===== src/rtl/cfg_to_axis_ramp.sv =====
// Config-bus field tap with coherency filter, slew-rate limiter and AXIS out.
// The value only moves toward a target that has held steady for two samples.
module cfg_to_axis_ramp #(
  parameter int SRC_ADDR          = 0,
  parameter int SRC_BITS          = 32,
  parameter int STEP_ADDR         = 1,
  parameter int CFG_WIDTH         = 1024,
  parameter int DST_WIDTH         = 32,
  parameter int MAXIS_TDATA_WIDTH = 32,
  parameter bit SIGNED            = 1'b1,
  parameter bit CONTINUOUS        = 1'b1
) (
  input  logic                         a_clk,
  input  logic                         a_resetn,
  input  logic [CFG_WIDTH-1:0]         cfg,
  output logic [MAXIS_TDATA_WIDTH-1:0] M_AXIS_tdata,
  output logic                         M_AXIS_tvalid,
  input  logic                         M_AXIS_tready,
  output logic [DST_WIDTH-1:0]         data,
  output logic                         busy
);

  localparam int DW = DST_WIDTH;
  localparam int EW = MAXIS_TDATA_WIDTH - DST_WIDTH;

  typedef enum logic {
    S_IDLE = 1'b0,
    S_RAMP = 1'b1
  } state_t;

  state_t        r_state;
  logic [DW-1:0] r_cand;
  logic [DW-1:0] r_target;
  logic [DW-1:0] r_cur;
  logic          r_tvalid;

  logic [DW-1:0] w_raw;
  logic [DW-1:0] w_step;
  logic          w_adv;
  logic [DW:0]   w_xt;
  logic [DW:0]   w_xc;
  logic [DW:0]   w_diff;
  logic          w_neg;
  logic [DW:0]   w_mag;
  logic          w_land;
  logic [DW-1:0] w_next;
  logic          w_move;
  logic          w_chg;
  logic          w_ext;
  logic          w_unused;

  assign w_raw  = cfg[SRC_ADDR*32+SRC_BITS-1 -: DW];
  assign w_step = cfg[STEP_ADDR*32 +: DW];
  assign w_adv  = CONTINUOUS ? 1'b1 : (!r_tvalid || M_AXIS_tready);

  // One extra bit keeps target-cur exact for both signednesses
  assign w_xt   = {(SIGNED ? r_target[DW-1] : 1'b0), r_target};
  assign w_xc   = {(SIGNED ? r_cur[DW-1] : 1'b0), r_cur};
  assign w_diff = w_xt - w_xc;
  assign w_neg  = w_diff[DW];
  assign w_mag  = w_neg ? (~w_diff + 1'b1) : w_diff;

  assign w_land = (w_step == '0) || (w_mag <= {1'b0, w_step});
  assign w_next = w_land ? r_target :
                  (w_neg ? (r_cur - w_step) : (r_cur + w_step));

  assign w_move = w_adv &&
                  ((r_state == S_RAMP) || (r_target != r_cur));
  assign w_chg  = w_move && (w_next != r_cur);

  always_ff @(posedge a_clk or negedge a_resetn) begin
    if (!a_resetn) begin
      r_state  <= S_IDLE;
      r_cand   <= '0;
      r_target <= '0;
      r_cur    <= '0;
      r_tvalid <= 1'b0;
    end else begin
      r_cand <= w_raw;
      if (w_raw == r_cand) begin
        r_target <= w_raw;
      end
      if (w_move) begin
        r_cur   <= w_next;
        r_state <= w_land ? S_IDLE : S_RAMP;
      end
      if (CONTINUOUS) begin
        r_tvalid <= 1'b1;
      end else if (w_chg) begin
        r_tvalid <= 1'b1;
      end else if (r_tvalid && M_AXIS_tready) begin
        r_tvalid <= 1'b0;
      end
    end
  end

  assign w_ext = SIGNED ? r_cur[DW-1] : 1'b0;

  generate
    if (EW > 0) begin : g_ext
      assign M_AXIS_tdata = {{EW{w_ext}}, r_cur};
    end else begin : g_noext
      assign M_AXIS_tdata = r_cur;
    end
  endgenerate

  assign M_AXIS_tvalid = r_tvalid;
  assign data          = r_cur;
  assign busy          = (r_state == S_RAMP);

  // Most cfg bits belong to other consumers
  assign w_unused = ^{cfg, M_AXIS_tready, w_ext};

endmodule


===== config.mk =====
export PLATFORM = sky130hd
export DESIGN_NAME = cfg_to_axis_ramp
export DESIGN_NICKNAME = d
export VERILOG_FILES = /design/src/rtl/cfg_to_axis_ramp.sv
export SDC_FILE = /design/constraint.sdc
export NUM_CORES = 1
export LEC_CHECK = 0
export ABC_AREA = 1
export BUFFER_PORTS_ARGS = -buffer_cell sky130_fd_sc_hd__buf_4
export CAP_MARGIN = 15
export CORE_AREA = 2 2 428 430
export CTS_CLUSTER_DIAMETER = 120
export DETAILED_ROUTE_END_ITERATION = 10
export DIE_AREA = 0 0 430 432
export PLACE_DENSITY = 0.34
export SLEW_MARGIN = 20
export SYNTH_ARGS = -nofsm -noshare
export SYNTH_HDL_FRONTEND = slang
export SYNTH_SLANG_ARGS = --single-unit

===== constraint.sdc =====
create_clock -name a_clk -period 4.1 [get_ports a_clk]
set_clock_uncertainty 0.1 [all_clocks]
set_input_delay 0.41 -clock a_clk [delete_from_list [all_inputs] [get_ports a_clk]]
set_output_delay 0.41 -clock a_clk [all_outputs]
set_load 0.01 [all_outputs]

==> summary.txt <==
Logic synthesis
  • Dominant cells by area after synthesis: dfrtp_1 22%, nand2_1 16%, ha_1 11%
  • Post-synth EDFFs: 0
  • Post-Syn Nets: between 2000 and 3000
  • Top_reg_cell synth: dfrtp_1
  • Distinct cells, synth: 44
  • Async SR Flop Fraction: 100%
  • Avg Inst Size Synth: 6.38 µm²
  • Syn Std Cell Area: 11000 µm²
  • Mapped Cells: 1731
  • Cell taking the most area after synthesis: dfrtp_1
  • Syn. warnings: 0
  • Synthesized flop and latch total: 98
  • Synth top area share: 22.2%
  • Post-synthesis sequential area ratio: between 20% and 30%

Floorplanning
  • Die height: 432 µm
  • Core Region: 182000 µm²
  • Row count: around 160
  • IO Pins: 1093
  • Die width: about 430 µm
  • Initial Utilization: 6.08%
  • Die area: 186000 µm²

CTS
  • Clock sink count: 98
  • CTS buffer count: 9
  • CTS Root Cell: clkbuf_16
  • Worst-Skew Late Latency: around 0.38 ns
  • CTS tree: yes
  • H-tree depth: 3
  • Clk buf depth: 2
  • Reg clk slew, reported paths: 0.08 ns

Worst setup path
  • Cells on worst reg2reg path: 31
  • Crit path buf inv count: 7
  • Setup crit start kind: register
  • WS Path Type: reg -> reg
  • RR Endpoint: M_AXIS_tdata[5]
  • RR Startpoint: M_AXIS_tdata[0]
  • CP max-delay cell: fa_2
  • CP required: between 4 and 5 ns
  • Worst EP arrival: approximately 5.0 ns
  • Reg-to-reg setup timing slack: -0.76 ns
  • Crit path max fanout: 13
  • Largest delay share family, worst path: simple AND/OR/NAND/NOR gates
  • Max incr delay on CP: 0.61 ns
  • Critical Path Sink Type: register

Power
  • Sw Ratio: 51.7%
  • Seq pwr share: 5.1%
  • Leakage Power: 0.00918 µW
  • Clock Power Share: about 3.7%
  • Pwr Density: 1300 nW/µm²
  • IR Drop Worst-Case VDD: between 0.4 and 0.5 mV
  • Net Sw Power: 12900 µW
  • Pint: 12000 µW
  • Power share of the combinational group: 91.2%

Placed design
  • Post-DP HPWL: around 56000 µm
  • Placed insts: 4592
  • GPL Wtd Cong: 0.810
  • Post-place instance area: approximately 18000 µm²
  • Dpl ws: -1.10 ns
  • PortBufs: 131

Timing
  • Max Clk Rate: 206 MHz
  • Min Tclk post-route: 4.86 ns
  • Setup ws final: -0.764 ns
  • RSZ-0062 raised after global routing: yes
  • Max Slew Vio Count: 0
  • Max_slew headroom: between 50% and 60%
  • Final Hold Fails: 0
  • Setup TNS: -23.83 ns
  • Final setup fails: 33
  • Worst-Margin Slew: 0.656 ns
  • Fin crit share: 119%
  • Hold WS: 0.0641 ns

Detailed routing
  • Iter 0 DRT Violations: 647
  • Detailed Routing Iterations Pass 1: 7
  • DR vias/cell: approximately 2.7
  • Detailed Route WL: 64000 µm
  • Average routed wire per standard cell: between 10 and 15 µm
  • Vias: approximately 13000
  • Post-route DRC: 0
  • DRT antenna net count: 0

Final layout
  • Most frequent cells in the layout: 546 x buf_4, 423 x nand2_1, 295 x inv_1, 126 x nor2_1, 98 x dfrtp_1
  • Finished Cell Area: 19100 µm²
  • Final nets: between 3000 and 4000
  • Layout cells sized above 1: 34.2%
  • Most common cell after layout, fill and taps aside: buf_4
  • Area growth syn-to-layout: 73.0%
  • Fillers: between 20000 and 25000
  • Post-route non-filler standard cell count: 4638

Global route
  • First-pass GRT wire length: 90100 µm
  • Grt total ovfl: 0
  • Largest net degree at the start of global routing: 65
  • GRT Total Usage: 6.80%
  • Initial antenna violation count: 19
  • Vias in the first global route: 12500

Run status
  • Outcome: complete, but fails checks
  • Failing checks: negative setup slack

Flow run
  • Max Cap Viol: 0

Hold path
  • Hold Path Depth: 1
  • Hold Path End: r_cand[28]
  • Min-delay src: cfg[28]
  • Type of the most critical hold path: in -> reg
[synthesized netlist by cell type (11+ instances only)]
| cell | instances |
|---|---|
| clkbuf_1 | 11 |
| nor4_1 | 12 |
| nand2_1 | 467 |
| xor2_1 | 73 |
| xnor2_1 | 38 |
| buf_2 | 11 |
| inv_1 | 301 |
| nand4_1 | 33 |
| nand3_1 | 129 |
| buf_4 | 34 |
| o21ai_0 | 59 |
| nor2_1 | 143 |
| dfrtp_1 | 98 |
| nand2_2 | 12 |
| nor3_1 | 24 |
| ha_1 | 97 |
| a21oi_1 | 97 |
[cell families after synthesis]
| family | Yosys count | synth area share, % |
|---|---|---|
| AO/OA/AOI/OAI | 197 | 9.81 |
| AND/OR/NAND/NOR | 857 | 33.6 |
| other | 1 | 0.0340 |
| XOR/XNOR | 112 | 9.01 |
| adder cells (fa/ha/maj) | 99 | 11.4 |
| buffers and inverters | 367 | 14.0 |
| flip-flops | 98 | 22.2 |
[sequential cells by signal (all words and copies together), names as in the netlist]
name,flops
M_AXIS_tvalid,1
busy,1
r_cand,32
M_AXIS_tdata,32
r_target,32
[layout make-up]
| class | count | area [µm²] | area share [%] |
|---|---|---|---|
| Clock buffer | 10 | 229 | 1.20 |
| Antenna cell | 1 | 2.50 | 0.0131 |
| Inverter | 308 | 1160 | 6.07 |
| Clock inverter | 6 | 72.6 | 0.380 |
| Tap cell | 2385 | 2980 | 15.6 |
| Sequential cell | 98 | 2450 | 12.8 |
| Multi-Input combinational cell | 1269 | 7870 | 41.2 |
| Timing Repair Buffer | 561 | 4340 | 22.7 |
[worst max-delay path by stage]
stage | start | end | slack (ns) | depth (start not counted)
3_3_place_gp | M_AXIS_tdata[23] | M_AXIS_tdata[25] | -1.18 | 25
3_5_place_dp | M_AXIS_tdata[23] | M_AXIS_tdata[25] | -1.10 | 25
4_1_cts | M_AXIS_tdata[0] | M_AXIS_tdata[28] | -0.70 | 34
6_report | M_AXIS_tdata[0] | M_AXIS_tdata[5] | -0.76 | 31
5_1_grt | M_AXIS_tdata[0] | M_AXIS_tdata[28] | -1.09 | 34
2_1_floorplan | M_AXIS_tdata[0] | M_AXIS_tdata[11] | -0.11 | 33
[per-layer routing]
metal | vias to the layer above | GRT usage (%) | wire length [µm]
met5 | - | 0 | 98
met4 | 16 | 1.54 | 1380
met3 | 62 | 1.41 | 3060
met2 | 195 | 11.6 | 30500
met1 | 5755 | 8.73 | 29000
li1 | 6501 | - | -
[power by group through the flow]
stage / combinational [µW] / clock [µW] / sequential, µW
2_1_floorplan: 9840 / 0 / 1400
4_1_cts: 22700 / 953 / 1260
6_report: 22700 / 915 / 1270
3_3_place_gp: 20000 / 0 / 1280
3_5_place_dp: 19800 / 0 / 1280
5_1_grt: 25000 / 982 / 1280
[per-stage QoR]
step | power [µW] | utilization [%]
finish | 24900 | 10.5
global route | 27300 | 10.5
CTS | 24900 | 10.4
detailed placement | 21100 | 9.77
global placement | 21300 | 9.77
floorplan | 11200 | -
[what timing repair did]
action                                  in CTS  in global routing
gates cloned                                 6                  0
setup buffers                               16                  9
resized for setup                          108                 77
endpoints found under the hold margin       36                  0
hold buffers                                 1                  0
endpoints found under the setup margin      33                 33
pin swaps                                   35                 44
No activity file was read; power rests on OpenSTA's default activity.
